## config.mk

```make
export PLATFORM = sky130hd
export DESIGN_NAME = trigger_debouncer
export DESIGN_NICKNAME = d
export VERILOG_FILES = /design/src/rtl/bomb_pkg.sv /design/src/rtl/debounce_channel.sv /design/src/rtl/trigger_debouncer.sv
export SDC_FILE = /design/constraint.sdc
export NUM_CORES = 1
export LEC_CHECK = 0
export ABC_AREA = 0
export BUFFER_PORTS_ARGS = -buffer_cell sky130_fd_sc_hd__clkbuf_2
export CORE_UTILIZATION = 52
export CTS_BUF_LIST = sky130_fd_sc_hd__clkbuf_4
export DETAILED_ROUTE_END_ITERATION = 6
export PLACE_DENSITY_LB_ADDON = 0.2
export SYNTH_ARGS = -nofsm -noshare
export SYNTH_HDL_FRONTEND = slang
export SYNTH_SLANG_ARGS = --single-unit
```

## constraint.sdc

```tcl
create_clock -name clk -period 4.5 [get_ports clk]
set_input_delay 0.675 -clock clk [delete_from_list [all_inputs] [get_ports clk]]
set_output_delay 0.675 -clock clk [all_outputs]
set_load 0.02 [all_outputs]
```

## src/rtl/bomb_pkg.sv

```systemverilog
// Shared definitions for the bomb controller: debounce state encodings
// and 50 MHz tick constants used by the input stage and the controller.
package bomb_pkg;

  typedef enum logic [1:0] {
    DB_IDLE    = 2'd0,
    DB_SET_CHK = 2'd1,
    DB_PRESSED = 2'd2,
    DB_CLR_CHK = 2'd3
  } db_state_e;

  localparam int CLK_HZ     = 50_000_000;
  localparam int TICK_1_MS  = CLK_HZ / 1_000;
  localparam int TICK_20_MS = 20 * TICK_1_MS;
  localparam int TICK_1_S   = CLK_HZ;

  localparam int CTRL_TRIGGERS      = 4;
  localparam int CTRL_TIMER_WIDTH   = 8;
  localparam int CTRL_TIMER_DEFAULT = 30;

endpackage : bomb_pkg

```

## src/rtl/debounce_channel.sv

```systemverilog
// One debounced button channel: 2-flop synchroniser, qualification counter
// and a four-state FSM producing a level plus press/release strobes.
module debounce_channel
  import bomb_pkg::*;
#(
  parameter int STABLE_CYCLES = TICK_20_MS
) (
  input  logic clk,
  input  logic rst,
  input  logic i_key,
  output logic o_level,
  output logic o_pulse,
  output logic o_release
);

  localparam int                  CNT_WIDTH = $clog2(STABLE_CYCLES);
  localparam logic [CNT_WIDTH-1:0] CNT_LAST  = CNT_WIDTH'(STABLE_CYCLES - 1);
  localparam logic [CNT_WIDTH-1:0] CNT_ONE   = CNT_WIDTH'(1);

  logic                 r_sync1, r_sync2;
  db_state_e            r_state, w_state_nxt;
  logic [CNT_WIDTH-1:0] r_cnt, w_cnt_nxt;
  logic                 r_pulse, r_release;
  logic                 w_pulse_nxt, w_release_nxt;
  logic                 w_done;

  assign w_done = (r_cnt == CNT_LAST);

  // NOTE: sequential state uses non-blocking assignments so every flop
  // samples pre-edge values regardless of statement order.
  always_ff @(posedge clk) begin
    if (rst) begin
      r_sync1   <= 1'b0;
      r_sync2   <= 1'b0;
      r_state   <= DB_IDLE;
      r_cnt     <= '0;
      r_pulse   <= 1'b0;
      r_release <= 1'b0;
    end else begin
      r_sync1   <= i_key;
      r_sync2   <= r_sync1;
      r_state   <= w_state_nxt;
      r_cnt     <= w_cnt_nxt;
      r_pulse   <= w_pulse_nxt;
      r_release <= w_release_nxt;
    end
  end

  // NOTE: defaults first so every path assigns every output and no latch is inferred.
  always_comb begin
    w_state_nxt   = r_state;
    w_cnt_nxt     = r_cnt;
    w_pulse_nxt   = 1'b0;
    w_release_nxt = 1'b0;
    case (r_state)
      DB_IDLE: begin
        if (r_sync2) begin
          w_state_nxt = DB_SET_CHK;
          w_cnt_nxt   = CNT_ONE;
        end
      end
      DB_SET_CHK: begin
        if (!r_sync2) begin
          w_state_nxt = DB_IDLE;
          w_cnt_nxt   = '0;
        end else if (w_done) begin
          w_state_nxt = DB_PRESSED;
          w_cnt_nxt   = '0;
          w_pulse_nxt = 1'b1;
        end else begin
          w_cnt_nxt = r_cnt + CNT_ONE;
        end
      end
      DB_PRESSED: begin
        if (!r_sync2) begin
          w_state_nxt = DB_CLR_CHK;
          w_cnt_nxt   = CNT_ONE;
        end
      end
      DB_CLR_CHK: begin
        if (r_sync2) begin
          w_state_nxt = DB_PRESSED;
          w_cnt_nxt   = '0;
        end else if (w_done) begin
          w_state_nxt   = DB_IDLE;
          w_cnt_nxt     = '0;
          w_release_nxt = 1'b1;
        end else begin
          w_cnt_nxt = r_cnt + CNT_ONE;
        end
      end
      default: begin
        w_state_nxt = DB_IDLE;
        w_cnt_nxt   = '0;
      end
    endcase
  end

  // Level is a decode of the state register, so it flips on the strobe edge.
  always_comb begin
    o_level   = (r_state == DB_PRESSED) || (r_state == DB_CLR_CHK);
    o_pulse   = r_pulse;
    o_release = r_release;
  end

endmodule : debounce_channel

```

## src/rtl/trigger_debouncer.sv

```systemverilog
// Input stage for the bomb controller's trigger bus: polarity correction
// followed by an independent debounce channel per raw button.
module trigger_debouncer
  import bomb_pkg::*;
#(
  parameter int CHANNELS      = 4,
  parameter int STABLE_CYCLES = TICK_20_MS,
  parameter bit ACTIVE_LOW    = 1'b1
) (
  input  logic                clk,
  input  logic                rst,
  input  logic [CHANNELS-1:0] key_raw,
  output logic [CHANNELS-1:0] key_level,
  output logic [CHANNELS-1:0] key_pulse,
  output logic [CHANNELS-1:0] key_release
);

  logic [CHANNELS-1:0] w_key_p;

  generate
    if (STABLE_CYCLES < 2) begin : g_bad_stable
      $error("trigger_debouncer: STABLE_CYCLES must be at least 2");
    end
  endgenerate

  assign w_key_p = ACTIVE_LOW ? ~key_raw : key_raw;

  for (genvar g = 0; g < CHANNELS; g++) begin : g_ch
    debounce_channel #(
      .STABLE_CYCLES(STABLE_CYCLES)
    ) u_channel (
      .clk      (clk),
      .rst      (rst),
      .i_key    (w_key_p[g]),
      .o_level  (key_level[g]),
      .o_pulse  (key_pulse[g]),
      .o_release(key_release[g])
    );
  end

endmodule : trigger_debouncer

```

==> results.toml, run 1 <==
[floorplanning]
ios = 18
dieArea_um2 = 10300
fp.coreArea_um2 = 9420
die_width_um = 101
initial_utilization_pct = 54.6
die_y_um = 101
row_count = 35

[grt]
grt_pass1_vias = 3638
number_of_antenna_violations_at_the_first_check_in_global_routing = 0
grt_max_degree = 35
wire_length_of_the_first_global_routing_pass_um = 17200
track_usage_pct = 20.9
grt.overflow.total = 0

[critical_path]
crit_path_capture_type = "flip-flop"
worstSetupStartpointType = "flip-flop"
crit_path_max_incr_delay_ps = 940
critical_path_peak_fanout = 34
cp.buffers_inverters = 0
critical-path-top-delay-family = "compound AO/OA/AOI/OAI gates"
cp_cell_sequence = "xor2_1, nand3b_1, a21oi_2, o311ai_0, nand3_1"
critPathSlowestCell = "a21oi_2"
criticalPathCategory = "reg2reg"
critPathRequiredTime_ps = 4890
worst-endpoint-arrival_ps = 2990

[logic_synthesis]
synth_area_um2 = 5140
synth_cells = 616
ys_seq_area_share_pct = 40.5
post_synth.cell_area_avg_um2 = 8.34
dominantRegCellSynth = "dfxtp_1"
synth.lib_cells_used.distinct = 55
fraction_of_registers_with_async_set_or_reset_after_synthesis_pct = 0
synth_fp_nets = 626
synth-edff-count = 0
postSynthRegisterBits = 104
yosysWarningCount = 0

[layout]
mostFrequentLayoutCell = "dfxtp_1"
layout_common_cells = "dfxtp_1 (104), nor2_1 (54), a21oi_1 (54), nand3_1 (49), nand2_1 (47)"
finalInstanceArea_um2 = 5310
footprint_of_the_flip_flops_and_latches_um2 = 2080
finish.utilization_pct = 56.4
combined_area_of_the_multi_input_logic_cells_um2 = 2780
area_delta_synth_final_pct = 3.43
fillCellCount = 856
nNetsFinal = 613
antenna_cells = 0
share_of_cells_above_drive_strength_1_pct = 8.73

[timing]
min_period_over_period_pct = 57.7
final_setup_viols = 0
min_period_ps = 2590
report.final.slew_viol_count = 0
fmaxAchievable_ghz = 0.385
finalHoldWorstSlack_ps = 377
timing.clock.skew_ps = 9.44
setup_tns_ps = 0
finalHoldViolCount = 0
slew_at_the_pin_closest_to_its_max_slew_limit_ps = 1260
maxSlewHeadroom_pct = 16.0
setup_repair_after_global_routing_missed_its_margin = "no"

[place]
globalplace.congestion = 0.776
hpwlAfterDp_um = 7020
placed_area_um2 = 5180
numPortBuffers = 17

[routing]
routed_via_density = 5.95
via_count = 4379
drtAntennaViolNets = 0
detailedRoute.firstIterationViolations = 224
detailedRoute.firstPassIterationCount = 5
drcViolationCount = 0
finalWirelength_um = 10300
route.detailed.wl_per_inst_um = 14.0

[cts]
clock_insertion_delay_worst_skew_ps = 450
cts-htree-levels = 3
clock_tree_sinks = 104
clk_pin_slew_worst_paths_ps = 140
clk_path_buf_depth = 2
tritoncts = "done"
cts-buffers-inserted = 9
post_cts_buffers = 0
clock_tree.root_cell = "clkbuf_4"
postCtsResizedCells = 0
cts_hold_buffers = 0

[outcome]
run_status = "complete, no violations"

[pwr]
irDropWorstVdd_v = 0.000154
static_leakage_nw = 1.88
p_per_area_nw_per_um2 = 274
p_total_mw = 1.46

[min_path]
worst_min_path_class = "in2reg"

[run]
cap_viol_max_count = 0
## cell type report
cell class,count,share of cell area (%)
Clock buffer,11,1.55
Multi-Input combinational cell,456,52.3
Clock inverter,4,0.871
Timing Repair Buffer,22,2.31
Sequential cell,104,39.2
Inverter,10,0.707
Tap cell,129,3.04
## routing by layer
metal  wire length [um]  part of all wire (%)  vias to the layer above  track usage (%)
met5                  0                     0                        -                0
met4                104                   1.0                        0             5.80
met3                395                   3.8                        8             4.97
met2               4700                    46                       61             33.0
met1               5090                    49                     2061             28.7
li1                   -                     -                     2249                -
## state kept, by name, summed over array words and instances (netlist names), named ones only
register / count
g_ch.u_channel.r_cnt: 80
g_ch.u_channel.o_release: 4
g_ch.u_channel.r_sync2: 4
g_ch.u_channel.o_pulse: 4
g_ch.u_channel.r_state: 4
g_ch.u_channel.r_sync1: 4
## worst register-to-register path, stage by stage (launching register included)
cell and delay [ps]:
dfxtp_1 450, xor2_1 520, nand3b_1 170, a21oi_2 940, o311ai_0 320, nand3_1 150
## metrics by stage
stage	std cells	worst slack (ps)
final	736	1910
after global routing	736	1580
after CTS	736	1950
after detailed placement	721	1660
after global placement	721	1720
after floorplan	616	2530
## cell families after synthesis
kind of cell,count (synthesis),share of synthesized area [%]
adders and majority gates,4,0.974
xor gates and xnor gates,11,1.88
AOI/OAI and AO/OA,152,18.6
and+or+nand+nor,278,30.4
muxes,11,2.14
buffers and inverters,56,5.48
DFF,104,40.5
## where the power goes
part           switching [mW]  total (mW)  internal (mW)
combinational          0.0326      0.0496         0.0170
sequential            0.00647       0.934          0.928
clock                   0.297       0.474          0.177
## cell usage after synthesis (3+ instances only)
library cell | number | area (um2)
o21ai_0 | 17 | 85.1
nand2b_1 | 17 | 106
nor2b_1 | 5 | 31.3
a31oi_1 | 36 | 225
or3b_2 | 5 | 43.8
o211ai_1 | 4 | 30.0
a22o_1 | 10 | 87.6
and4_1 | 4 | 35.0
a32oi_1 | 3 | 26.3
nor3_1 | 10 | 50.1
nor2_1 | 54 | 203
buf_1 | 5 | 18.8
nor4_1 | 8 | 50.1
buf_4 | 12 | 90.1
a221o_1 | 4 | 40.0
mux2i_1 | 11 | 110
a21o_1 | 7 | 52.6
nor4b_1 | 7 | 61.3
or3_1 | 4 | 25.0
dfxtp_1 | 104 | 2080
a211oi_1 | 5 | 37.5
inv_1 | 10 | 37.5
a41oi_1 | 5 | 43.8
xnor2_1 | 5 | 43.8
nand4_1 | 22 | 138
clkbuf_1 | 18 | 67.6
buf_2 | 9 | 45.0
nand3_1 | 49 | 245
and3b_1 | 5 | 43.8
ha_1 | 4 | 50.1
nand3b_1 | 4 | 30.0
xor2_1 | 6 | 52.6
and3_1 | 14 | 87.6
a21oi_1 | 56 | 280
nand2_1 | 47 | 176
or2b_1 | 3 | 22.5
## path summary, 6_finish.rpt
path | end | slack, ps | start | cells after the start
max reg2reg | g_ch[2].u_channel.r_cnt[13] | 1910 | flip-flop | 5
min reg2reg | g_ch[0].u_channel.r_sync2 | 440 | g_ch[0].u_channel.r_sync1 | 1
min | g_ch[0].u_channel.r_sync1 | 380 | key_raw[0] | 2
max | g_ch[2].u_channel.r_cnt[13] | 1910 | flip-flop | 5
(Power assumes the default switching activity.)
==> inputs of run 2 (changes only) <==
- ABC_AREA: 0 -> 1
- clock period: 4.5 -> 2.25 ns (I/O delays scaled with it)
==> run 2 against run 1 <==
Compared with the run above: worst setup slack got worse by 1400 ps; hold slack got worse by 310 ps; maximum frequency increased by 46%; area after synthesis increased by 18%; count of clock-buffer cells in the layout decreased by 2; design area increased by 19%; sequential share of layout area decreased by 6.3 points; first-iteration DRC count increased by 58%; combinational power increased to 6.1 times the previous value; register-to-register slack got worse by 1400 ps; power increased by 120%; clock skew increased by 11 ps; largest cell class unchanged; highest routed layer unchanged.
==> results.toml, run 2 <==
[timing]
slew_at_the_pin_closest_to_its_max_slew_limit_ps = 580
finalHoldViolCount = 0
fmaxAchievable_ghz = 0.564
post-route-worst-setup-slack_ps = 478
maxSlewHeadroom_pct = 61.3
report.final.slew_viol_count = 0
setup_tns_ps = 0
timing.clock.skew_ps = 20.1
setup_repair_after_global_routing_missed_its_margin = "no"
min_period_over_period_pct = 78.8
finalHoldWorstSlack_ps = 70.8
min_period_ps = 1770
final_setup_viols = 0

[logic_synthesis]
yosysWarningCount = 0
synth_cells = 963
yosys-top-cells-area = "dfxtp_1 (34%), nand2_1 (18%), nor2_1 (7.5%)"
post_synth.cell_area_avg_um2 = 6.32
dominantRegCellSynth = "dfxtp_1"
synth_top_area_share_pct = 34.2
synth_area_um2 = 6090
fraction_of_registers_with_async_set_or_reset_after_synthesis_pct = 0
synth-edff-count = 0
synth.cells.most_frequent = "nand2_1 (298), nor2_1 (121), inv_1 (113)"
yosys.area.top_type = "dfxtp_1"
synth.lib_cells_used.distinct = 42
synth_fp_nets = 973
ys_seq_area_share_pct = 34.2
yosys.cell_count.top_type = "nand2_1"
postSynthRegisterBits = 104

[cts]
tritoncts = "done"
cts-htree-levels = 3
cts-buffers-inserted = 9
clk_pin_slew_worst_paths_ps = 170
clock_tree.root_cell = "clkbuf_4"
clk_path_buf_depth = 2
post_cts_buffers = 0
clock_insertion_delay_worst_skew_ps = 490
clock_tree_sinks = 104

[layout]
area_delta_synth_final_pct = 4.07
largest-register = "g_ch.u_channel.r_cnt"
share_of_cells_above_drive_strength_1_pct = 9.73
nNetsFinal = 971
flip_flop_count_of_the_largest_register_after_layout = 80
final-instance-count-excl-fill = 1109
mostFrequentLayoutCell = "nand2_1"
layout_common_cells = "nand2_1 (298), nor2_1 (121), inv_1 (113), dfxtp_1 (104), nand3_1 (65)"
combined_area_of_the_multi_input_logic_cells_um2 = 3320
antenna_cells = 0
fillCellCount = 1182
footprint_of_the_flip_flops_and_latches_um2 = 2080

[floorplanning]
die_width_um = 110
row_count = 39
die_y_um = 110
ios = 18
dieArea_um2 = 12100
fp.coreArea_um2 = 11400
initial_utilization_pct = 53.3

[critical_path]
cp.buffers_inverters = 0
cp_cell_sequence = "ha_1, nand3_1, nor2_1, nand3_1, nor2_1, nor2_2, o21ai_0, a21oi_1"
criticalPathCategory = "reg2reg"
critical-path-top-delay-family = "simple AND/OR/NAND/NOR gates"
r2r_start = "g_ch[2].u_channel.r_cnt[0]"
worst-endpoint-arrival_ps = 2200
crit_path_capture_type = "flip-flop"
launching_element_of_the_worst_setup_path = "g_ch[2].u_channel.r_cnt[0]"
crit_path_max_incr_delay_ps = 400
critical_path_peak_fanout = 14
critPathSlowestCell = "nor2_2"
critPathRequiredTime_ps = 2680
worstSetupStartpointType = "flip-flop"

[pwr]
cell_internal_power_mw = 2.21
swShare_pct = 29.6
irDropWorstVdd_v = 0.000344
clock_power_share_pct = 29.7
comb_power_share_pct = 9.6
switching_power_uw = 929
p_per_area_nw_per_um2 = 496
static_leakage_nw = 2.38
pwr-share-seq_pct = 60.7

[routing]
detailedRoute.firstPassIterationCount = 5
via_count = 5612
routed_via_density = 5.06
route.detailed.wl_per_inst_um = 11.4
detailedRoute.firstIterationViolations = 355
drtAntennaViolNets = 0
finalWirelength_um = 12700
drcViolationCount = 0

[grt]
number_of_antenna_violations_at_the_first_check_in_global_routing = 0
grt_pass1_vias = 4963
grt.overflow.total = 0
wire_length_of_the_first_global_routing_pass_um = 21800
track_usage_pct = 22.6
grt_max_degree = 53

[min_path]
hold_start = "rst"
worst_min_path_class = "in2reg"

[place]
numPortBuffers = 17
dp_slack_ps = 529
globalplace.congestion = 0.874
dp_cells = 1089
hpwlAfterDp_um = 8950

[run]
cap_viol_max_count = 0

[outcome]
run_status = "complete, no violations"
## run 2: layer usage
| metal | GRT usage [%] | vias up | part of all wire, % |
|---|---|---|---|
| met5 | 0 | - | 0 |
| met4 | 6.67 | 0 | 1.1 |
| met3 | 4.23 | 13 | 2.6 |
| met2 | 37.2 | 73 | 44 |
| met1 | 30.1 | 2503 | 52 |
| li1 | - | 3023 | - |
## run 2: repair_timing
item | 4_1_cts | 5_1_grt
hold endpoints to repair | 4 | 0
gates resized for setup | 0 | 0
hold buffers | 4 | 0
## run 2: per-stage QoR
| stage | area (um2) | utilization [%] | power, mW |
|---|---|---|---|
| finish | 6330 | 55.5 | 3.14 |
| global route | 6330 | 55.5 | 3.28 |
| CTS | 6330 | 55.5 | 3.18 |
| detailed placement | 6160 | 54.0 | 2.24 |
| global placement | 6160 | 54.0 | 2.24 |
| floorplan | 6090 | - | 2.18 |
## run 2: cell families (layout without fill, tap and decap cells)
kind of cell	count (synthesis)	count (layout)	synth area share, %
and+or+nand+nor	570	570	41.5
xor gates and xnor gates	12	12	1.85
adders and majority gates	4	4	0.822
DFF	104	104	34.2
AOI/OAI and AO/OA	115	115	10.3
buffers and inverters	158	161	11.3
## run 2: final timing paths
check | cells past startpoint | to | slack, ps
max | 8 | g_ch[2].u_channel.r_cnt[13] | 480
min | 2 | g_ch[2].u_channel.r_sync1 | 70
max reg2reg | 8 | g_ch[2].u_channel.r_cnt[13] | 480
min reg2reg | 2 | g_ch[1].u_channel.r_sync2 | 400
## run 2: worst reg2reg max path, cell delays in order, from the launching register on
cell	delay [ps]
dfxtp_1	370
ha_1	260
nand3_1	140
nor2_1	80
nand3_1	70
nor2_1	50
nor2_2	400
o21ai_0	180
a21oi_1	160
## run 2: cell type report
| class | count | share of cell area (%) |
|---|---|---|
| multi-input combinational | 701 | 52.4 |
| sequential | 104 | 32.9 |
| inverter | 120 | 7.17 |
| tap | 143 | 2.82 |
| timing repair buffer | 25 | 2.65 |
| clock buffer | 9 | 1.07 |
| clock inverter | 7 | 1.03 |
## run 2: power by group through the flow
stage                     Clock (mW)  Combinational, mW  Sequential (mW)
final                          0.931              0.302             1.90
after global placement             0              0.300             1.94
after detailed placement           0              0.299             1.94
after global routing            1.02              0.341             1.91
after CTS                      0.973              0.307             1.90
after floorplan                    0              0.241             1.93
